### src/rtl/updi_frame_tx.sv
// updi_frame_tx: one-entry buffered serializer that shifts 12-bit UART frames onto the UPDI line.
// Optional BREAK generation is built only when UPDI_TX_BREAK_EN is defined.
module updi_frame_tx #(
    parameter int unsigned GUARD_BITS = 1,
    parameter int unsigned BREAK_BITS = 24
) (
    input  logic        i_clk,
    input  logic        i_rst,
    input  logic [15:0] i_baud_div,
    input  logic [11:0] i_frame,
    input  logic        i_valid,
    output logic        o_ready,
    input  logic        i_break,
    output logic        o_tx,
    output logic        o_tx_oe,
    output logic        o_busy,
    output logic        o_frame_done,
    output logic        o_break_done
);

`ifdef UPDI_TX_BREAK_EN
    typedef enum logic [1:0] {S_IDLE, S_SHIFT, S_GUARD, S_BREAK} state_t;
    localparam logic [4:0] BREAK_LAST = 5'(BREAK_BITS);
`else
    typedef enum logic [1:0] {S_IDLE, S_SHIFT, S_GUARD} state_t;
`endif

    localparam logic [4:0] FRAME_LAST = 5'd11;
    localparam logic [4:0] GUARD_LAST = (GUARD_BITS == 0) ? 5'd0 : 5'(GUARD_BITS - 1);

    state_t      state_q, state_d;
    logic [11:0] buf_q, buf_d;
    logic [11:0] shreg_q, shreg_d;
    logic        buf_full_q, buf_full_d;
    logic [15:0] baud_q, baud_d;
    logic [15:0] div_q, div_d;
    logic [4:0]  bit_q, bit_d;
    logic        frame_done_q, frame_done_d;
    logic        accept;
    logic        bit_end;
    logic        unload;
    logic        go_next;

`ifdef UPDI_TX_BREAK_EN
    logic brk_pend_q, brk_pend_d;
    logic brk_hold_q, brk_hold_d;
    logic break_done_q, break_done_d;
    logic brk_go;
`endif

    // Reorders the frame so the shift register always sends its MSB: start, data LSB first, parity, stops.
    function automatic logic [11:0] serialize(input logic [11:0] f);
        return {f[11], f[3], f[4], f[5], f[6], f[7], f[8], f[9], f[10], f[2], f[1], f[0]};
    endfunction

    assign accept  = i_valid && o_ready;
    assign bit_end = (baud_q == 16'd0);

`ifdef UPDI_TX_BREAK_EN
    // A BREAK requested together with an accepted frame waits until that frame has been unloaded.
    assign brk_go  = brk_pend_q && !brk_hold_q;
    assign o_ready = !buf_full_q && !brk_pend_q;
`else
    assign o_ready = !buf_full_q;
    logic unused_ok;
    assign unused_ok = i_break | (BREAK_BITS == 0);
`endif

    always_comb begin
        state_d      = state_q;
        shreg_d      = shreg_q;
        baud_d       = baud_q;
        div_d        = div_q;
        bit_d        = bit_q;
        frame_done_d = 1'b0;
        go_next      = 1'b0;
        unload       = 1'b0;
`ifdef UPDI_TX_BREAK_EN
        brk_pend_d   = brk_pend_q;
        brk_hold_d   = brk_hold_q;
        break_done_d = 1'b0;
`endif
        case (state_q)
            S_IDLE: go_next = 1'b1;
            S_SHIFT: begin
                if (!bit_end) begin
                    baud_d = baud_q - 16'd1;
                end else if (bit_q == FRAME_LAST) begin
                    frame_done_d = 1'b1;
                    if (GUARD_BITS == 0) begin
                        go_next = 1'b1;
                    end else begin
                        state_d = S_GUARD;
                        bit_d   = 5'd0;
                        baud_d  = div_q;
                    end
                end else begin
                    shreg_d = {shreg_q[10:0], 1'b1};
                    bit_d   = bit_q + 5'd1;
                    baud_d  = div_q;
                end
            end
            S_GUARD: begin
                if (!bit_end) begin
                    baud_d = baud_q - 16'd1;
                end else if (bit_q == GUARD_LAST) begin
                    go_next = 1'b1;
                end else begin
                    bit_d  = bit_q + 5'd1;
                    baud_d = div_q;
                end
            end
`ifdef UPDI_TX_BREAK_EN
            S_BREAK: begin
                if (!bit_end) begin
                    baud_d = baud_q - 16'd1;
                end else if (bit_q == BREAK_LAST) begin
                    break_done_d = 1'b1;
                    brk_pend_d   = 1'b0;
                    state_d      = S_IDLE;
                end else begin
                    bit_d  = bit_q + 5'd1;
                    baud_d = div_q;
                end
            end
`endif
            default: state_d = S_IDLE;
        endcase

        // Shared decision point for IDLE and the end of a frame/guard: BREAK, then buffer, then idle.
        if (go_next) begin
`ifdef UPDI_TX_BREAK_EN
            if (brk_go) begin
                state_d = S_BREAK;
                baud_d  = i_baud_div;
                div_d   = i_baud_div;
                bit_d   = 5'd0;
            end else
`endif
            if (buf_full_q) begin
                state_d = S_SHIFT;
                shreg_d = serialize(buf_q);
                baud_d  = i_baud_div;
                div_d   = i_baud_div;
                bit_d   = 5'd0;
                unload  = 1'b1;
            end else begin
                state_d = S_IDLE;
            end
        end

`ifdef UPDI_TX_BREAK_EN
        if (unload) brk_hold_d = 1'b0;
        if (i_break && !brk_pend_q) begin
            brk_pend_d = 1'b1;
            brk_hold_d = accept;
        end
`endif

        buf_full_d = accept || (buf_full_q && !unload);
        buf_d      = accept ? i_frame : buf_q;
    end

    always_ff @(posedge i_clk or posedge i_rst) begin
        if (i_rst) begin
            state_q      <= S_IDLE;
            buf_q        <= 12'h000;
            shreg_q      <= 12'hFFF;
            buf_full_q   <= 1'b0;
            baud_q       <= 16'd0;
            div_q        <= 16'd0;
            bit_q        <= 5'd0;
            frame_done_q <= 1'b0;
        end else begin
            state_q      <= state_d;
            buf_q        <= buf_d;
            shreg_q      <= shreg_d;
            buf_full_q   <= buf_full_d;
            baud_q       <= baud_d;
            div_q        <= div_d;
            bit_q        <= bit_d;
            frame_done_q <= frame_done_d;
        end
    end

`ifdef UPDI_TX_BREAK_EN
    always_ff @(posedge i_clk or posedge i_rst) begin
        if (i_rst) begin
            brk_pend_q   <= 1'b0;
            brk_hold_q   <= 1'b0;
            break_done_q <= 1'b0;
        end else begin
            brk_pend_q   <= brk_pend_d;
            brk_hold_q   <= brk_hold_d;
            break_done_q <= break_done_d;
        end
    end
    assign o_break_done = break_done_q;
`else
    assign o_break_done = 1'b0;
`endif

    // Line stays high whenever nothing is being driven low; the pad is released only in IDLE.
    always_comb begin
        o_tx    = 1'b1;
        o_tx_oe = 1'b1;
        case (state_q)
            S_IDLE:  o_tx_oe = 1'b0;
            S_SHIFT: o_tx = shreg_q[11];
`ifdef UPDI_TX_BREAK_EN
            S_BREAK: o_tx = (bit_q == BREAK_LAST);
`endif
            default: o_tx = 1'b1;
        endcase
    end

    assign o_busy       = (state_q != S_IDLE) || buf_full_q;
    assign o_frame_done = frame_done_q;

endmodule

### config.mk
export PLATFORM = sky130hd
export DESIGN_NAME = updi_frame_tx
export DESIGN_NICKNAME = d
export VERILOG_FILES = /design/src/rtl/updi_frame_tx.sv
export SDC_FILE = /design/constraint.sdc
export NUM_CORES = 1
export LEC_CHECK = 0
export CORE_UTILIZATION = 35
export CTS_CLUSTER_DIAMETER = 80
export CTS_CLUSTER_SIZE = 14
export DETAILED_ROUTE_END_ITERATION = 10
export GPL_ROUTABILITY_DRIVEN = 0
export SYNTH_ARGS = -nofsm -noshare
export SYNTH_HDL_FRONTEND = slang
export SYNTH_SLANG_ARGS = --single-unit
export TNS_END_PERCENT = 50
### constraint.sdc
create_clock -name i_clk -period 7.4 [get_ports i_clk]
set_clock_uncertainty 0.05 [all_clocks]
set_input_delay 1.48 -clock i_clk [delete_from_list [all_inputs] [get_ports i_clk]]
set_output_delay 1.48 -clock i_clk [all_outputs]
set_load 0.02 [all_outputs]
# [Word-level counts from Yosys, hierarchy flattened]
# Index checks and enable logic that the tools add are counted.
[op_classes] add_sub_neg=2 eq_ne=6 n_reduce_logical=13 n_mux=33
[op_table] operator="16-bit 2-to-1 mux" n=5
[op_table] operator="12-bit 2-to-1 mux" n=5
[op_table] operator="16-bit case mux with 2 select lines" n=1
[op_table] operator="5-bit 2-to-1 mux" n=6
[op_table] operator="16-bit zero test" n=1
[op_table] operator="16-bit by 1-bit subtractor with 16-bit output, second input constant" n=1
[op_table] operator="1-bit 2-to-1 mux" n=10
[op_table] operator="5-bit case mux with 2 select lines" n=1
[op_table] operator="2-bit 2-to-1 mux" n=3
[op_table] operator="3-bit != test, second input constant" n=2
[op_table] operator="5-bit by 1-bit adder with 5-bit output, second input constant" n=1
[op_table] operator="5-bit by 4-bit == test with 1-bit output, second input constant" n=1
[op_table] operator="5-bit zero test" n=1
[op_table] operator="2-bit case mux with 2 select lines" n=1
[op_table] operator="3-bit AND reduction" n=1
[op_table] operator="2-bit by 1-bit == test with 1-bit output, second input constant" n=1
[op_table] operator="2-bit == test, second input constant" n=1
[op_table] operator="1-bit logical AND" n=2
[op_table] operator="1-bit zero test" n=2
[op_table] operator="2-bit zero test" n=1
[op_table] operator="1-bit logical OR" n=2
[op_table] operator="2-bit by 1-bit != test with 1-bit output, second input constant" n=1
[op_table] operator="1-bit case mux with 2 select lines" n=1
[op_table] operator="2-bit AND reduction" n=1
[op_table] operator="other kinds (2)" n=2
[word_totals] ff_bits=65 out_inout_bits=6 word_cells=62 inputBits=32

# [Longest topological paths before layout]
# Gate-level depths: netlist (run 1).
[depth] depth_word=8 ltp_mapped=9 depth_no_buf=7

# [Worst setup path before layout (run 1)]
# Ideal clock, no wire load.
[synth_path] path_kind="flip-flop to output port" startpoint="register state_q[1]" endpoint="output port o_tx" path_stages_with_launch=5 required_time_ps=5870 arrival_time_ps=1131 path_buffers=1 slack_ps=4739 cell_sequence="dfrtp_1 > inv_1 > ha_1 > clkbuf_1 > nand2b_1"
[synth_via] elab_chain_len=2
[synth_lines] element="start: declaration" line="31" text="state_t state_q, state_d;"
[synth_lines] element="start signal: assignment" line="175" text="state_q <= state_d;"
[synth_lines] element="2-bit by 1-bit == test with 1-bit output" line="207" text="case (state_q)"
[synth_lines] element="1-bit 2-to-1 mux" line="207"
[synth_lines] element="end: declaration" line="14" text="output logic o_tx,"
# Every way passes these cells.

# [Final worst setup path (run 1)]
# Ends and elaborated chain as after synthesis.

==> results of run 1 <==
cells by family (layout without fill, tap and decap cells):
family                     Yosys count  count (layout)  synth area share, %
and+or+nand+nor                    143             143                 19.3
xor gates and xnor gates             8               8                 2.01
other                                1               1                0.108
buffers and inverters               35              68                 4.45
muxes                               27              27                 8.22
DFF                                 65              65                 47.1
adders and majority gates            7               7                 2.51
AOI/OAI and AO/OA                   90              90                 16.3
critical path: stages (launching register included):
cell	delay, ps
dfrtp_1	380
inv_1	100
ha_1	510
nand2b_1	130
clkdlybuf4s50_1	560
per-stage QoR:
step / utilization [%] / total power, uW / instance area (um2)
global route: 42.6 / 1070 / 4150
detailed placement: 40.4 / 682 / 3930
CTS: 42.6 / 1020 / 4150
finish: 42.6 / 1010 / 4150
global placement: 40.4 / 674 / 3930
floorplan: - / 626 / 3490
final cells by class:
type                    instances  share of cell area, %
multi-input cells             276                   40.7
flip-flops and latches         65                   39.6
repair buffers                 40                   9.35
well taps                     133                   4.01
clock buffers                   9                   2.99
clock inverters                 7                   2.29
inverters                      12                   1.09
metal layers:
| metal | track usage, % | part of all wire (%) |
|---|---|---|
| met5 | 0 | 0 |
| met4 | 5.35 | 1.9 |
| met3 | 4.42 | 4.9 |
| met2 | 27.0 | 45 |
| met1 | 23.4 | 48 |
placed cells by master, fill, tap and decap left out, drive strengths merged, types with 3 or more instances in the layout:
cell type,count
a21oi,13
nand2b,3
clkdlybuf4s50,35
a22oi,4
nor3,8
dfstp,12
o211ai,14
dfrtp,53
mux2i,14
mux2,13
or4,6
clkbuf,9
buf,5
o22ai,5
ha,7
nand2,85
nor4,5
nand3,6
inv,12
o21ai,30
and3,4
nand4,3
a31oi,7
nor2,13
xnor2,6
clkinv,4
worst max path at each step:
stage	endpoint	cells after the start
finish	o_tx	4
global route	o_tx	4
CTS	o_tx	4
detailed placement	buf_q[11]	3
global placement	buf_q[3]	3
floorplan	baud_q[0]	1
power by group:
part	leakage, uW	internal [uW]	total (uW)	switching, uW
Combinational	0.000824	104	187	83.2
Sequential	0.000755	422	488	65.8
Clock	0.000109	190	337	147
Total	0.00169	716	1010	296
state kept, by name, indices dropped and copies added, names as in the netlist:
| register | flops |
|---|---|
| bit_q | 5 |
| shreg_q | 12 |
| baud_q | 16 |
| buf_full_q | 1 |
| state_q | 2 |
| buf_q | 12 |
| div_q | 16 |
| o_frame_done | 1 |
==> results.toml, run 1 <==
[timing]
relSlewSlack_pct = 30.9
finalSetupViolations = 0
fin_crit_sh_pct = 48.0
min_period_ps = 3550
fin_ws_ps = 3850
timing.hold.ws_ps = 419
fmax_ghz = 0.282
fin_setup_tns_ps = 0
tightest_slew_ps = 1030
finalHoldViolCount = 0
rsz0062_at_grt = "no"
slew_violations = 0

[yosys]
yosysTopAreaCellShare_pct = 38.0
synthTopCellsByArea = "dfrtp_1 38%, nand2_1 9.2%, dfstp_2 9.0%"
yosys_warnings = 0
syn_avg_cell_area_um2 = 9.27
ys_seq_elements = 65
synth_top_area_cell = "dfrtp_1"
netlist_instances = 376
yosysUniqueCellTypes = 52
synth.most_common_cell = "nand2_1"
async_flop_share_pct = 100
synth_edf_count = 0
synth_top_flop_cell = "dfrtp_1"
synth_fp_nets = 415
yosys-top-cells-count = "85 x nand2_1, 53 x dfrtp_1, 21 x o21ai_0, 14 x mux2i_1, 14 x o211ai_1"
syn-cell-area_mm2 = 0.00349
seq_area_frac_synth_pct = 47.1

[global_routing]
grt_first_pass_wirelength_um = 13900
grt.overflow.total = 0
grt_max_degree = 66
grt_usage_pct = 17.3
antenna_found_initial = 0
first_global_vias = 2859

[cts]
numCtsBuffers = 9
cts_tree = "done"
root_buffer = "clkbuf_8"
h-tree-depth = 3
cts.clk_slew.worst_paths_ps = 70
ctsResizeCount = 0
postCtsHoldBufs = 0
clock_latency_ps = 340
clk_path_buf_depth = 2
cts.sinks = 65
cts_setup_buffers = 0

[routing]
dr.pass1.iters = 4
wl_per_cell_um = 14.6
drc = 0
via_count = 2861
routed_wl_um = 7940
viasPerCell = 5.28
drtIter0Drc = 156
ant_nets = 0

[finish]
stdcell_count = 542
num-fill-cells = 982
drive_gt1_share_pct = 12.5
seqCellArea_mm2 = 0.00164
antenna_cells = 0
multi_input_area_mm2 = 0.00169
fin_nets = 443
area_growth_pct = 19.0

[floorplanning]
dieArea_mm2 = 0.0104
initial_utilization_pct = 35.8
io_pins = 38
num_rows = 36
fp.dieW_um = 102
die_h_um = 102
core_area_mm2 = 0.00973

[setup_path]
end_kind = "output port"
timing.rr.start = "baud_q[2]"
ff2ff_path_depth = 5
critPathRequiredTime_ps = 5870
crit_type = "reg -> out"
start_kind = "register"
reg2reg_slack_ps = 4210
arrival_ps = 2020
crit_start = "state_q[1]"
worstReg2RegEnd = "bit_q[0]"
critPathMaxFanout = 16

[place]
io_buffers = 35
dp.cells = 526
hpwl_um = 5420
pre_cts_ws_ps = 4020

[run_status]
status = "finished clean"

[power_and_ir_drop]
p_leak_uw = 0.00169
vdd_drop_max_uv = 115
powerDensity_mw_per_mm2 = 244

[min_path]
hold_depth = 2
min_to = "shreg_q[0]"
hold_start = "buf_q[0]"
hold_class = "reg -> reg"

[flow_run]
maxCapViolCount = 0
Note: power is estimated with default switching activity, not from simulation.
==> run 2: changes to the inputs <==
- clock period: 7.4 -> 3.1 ns (I/O delays scaled with it)
==> results.toml, run 2 (same netlist as run 1, synthesis figures left out) <==
[timing]
fmax_ghz = 0.370
slew_violations = 0
fin_setup_tns_ps = 0
relSlewSlack_pct = 50.4
finalSetupViolations = 0
fin_crit_sh_pct = 87.1
min_period_ps = 2700
tightest_slew_ps = 743
rsz0062_at_grt = "no"
finalHoldViolCount = 0

[min_path]
hold_class = "reg -> reg"

[setup_path]
crit_chain = "inv_1 > ha_1 > nand2b_1 > clkdlybuf4s50_1"
critPathRequiredTime_ps = 2430
start_kind = "register"
critPathSlowestCell = "clkdlybuf4s50_1"
arrival_ps = 2030
critPathMaxFanout = 16
end_kind = "output port"
max_stage_delay_ps = 560
crit_type = "reg -> out"

[place]
hpwl_um = 5510
dpl_cell_area_mm2 = 0.00402
io_buffers = 35

[global_routing]
grt_first_pass_wirelength_um = 13600
first_global_vias = 2866
grt.overflow.total = 0
grt_usage_pct = 17.1
antenna_found_initial = 0
grt_max_degree = 36

[power_and_ir_drop]
pwr-share-comb_pct = 18.2
sequentialPowerShare_pct = 46.0
p_clk_share_pct = 35.8
vdd_drop_max_uv = 318
p_sw_share_pct = 28.5
power.switching_uw = 719
intPower_uw = 1810
powerDensity_mw_per_mm2 = 591
p_leak_uw = 0.00176

[routing]
routed_wl_um = 7840
viasPerCell = 5.21
drtIter0Drc = 212
via_count = 2870
ant_nets = 0
dr.pass1.iters = 4
drc = 0
wl_per_cell_um = 14.2

[floorplanning]
core_area_mm2 = 0.00973
io_pins = 38
dieArea_mm2 = 0.0104
fp.dieW_um = 102
die_h_um = 102
num_rows = 36
initial_utilization_pct = 35.8

[finish]
final_area_mm2 = 0.00427
antenna_cells = 0
fin_nets = 452
drive_gt1_share_pct = 14.4
final_common_cell = "nand2_1"
area_growth_pct = 22.5
reg_top3 = "baud_q x16, div_q x16"
final_cell_mix = "85 x nand2_1, 53 x dfrtp_1, 35 x clkdlybuf4s50_1"

[cts]
ctsResizeCount = 0
cts.clk_slew.worst_paths_ps = 80
clk_path_buf_depth = 2
postCtsHoldBufs = 0
cts_setup_buffers = 0
cts.sinks = 65
clock_latency_ps = 350
h-tree-depth = 3
numCtsBuffers = 9
cts_tree = "done"
root_buffer = "clkbuf_8"

[flow_run]
maxCapViolCount = 0

[run_status]
status = "finished clean"
-- run 2: worst paths after layout --
kind                            startpoint          to  slack [ps]  cells after the start
worst max-delay path            state_q[1]        o_tx         400                      4
worst min-delay path              buf_q[0]  shreg_q[0]         420                      2
worst max register to register   baud_q[2]  shreg_q[9]         460                      7
worst min register to register    buf_q[0]  shreg_q[0]         420                      2
max in group asynchronous            i_rst  baud_q[15]        1690                      3
min in group asynchronous            i_rst   div_q[13]         680                      2
-- run 2: layout make-up --
cell class,instances,area [um2]
multi-input cells,276,1690
flip-flops and latches,65,1640
clock buffers,9,124
clock inverters,7,125
inverters,12,45.0
repair buffers,49,480
fillers,988,5460
well taps,133,166
-- run 2: routing by layer --
layer / routed length (um) / vias to the layer above / part of all wire [%] / track usage, %
met2: 3510 / 74 / 45 / 26.1
met5: 0 / - / 0 / 0
met4: 115 / 0 / 1.5 / 7.25
met3: 375 / 11 / 4.8 / 3.73
met1: 3830 / 1368 / 49 / 23.4
li1: - / 1417 / - / -
-- run 2: stage by stage --
stage               utilization [%]  setup slack (ps)  hold slack (ps)  power (uW)  std cells
floorplan                         -               669              386        1500        376
global placement               41.3               503              405        1620        535
detailed placement             41.3               457              411        1640        535
CTS                            43.9               387              433        2550        551
global route                   43.9               229              447        2670        551
finish                         43.9               400              423        2530        551
-- run 2: critical path: cells and delay by family (launching register included) --
kind                     cells  cell delay [ps]
AND/OR/NAND/NOR              1              120
flip-flops                   1              400
buffers and inverters        2              660
adder cells (fa/ha/maj)      1              500
-- run 2: power by group through the flow --
stage / Combinational [uW] / Sequential, uW / Clock, uW
after global placement: 449 / 1170 / 0
after detailed placement: 461 / 1180 / 0
after CTS: 463 / 1160 / 926
after global routing: 519 / 1190 / 958
final: 459 / 1160 / 905
after floorplan: 370 / 1130 / 0
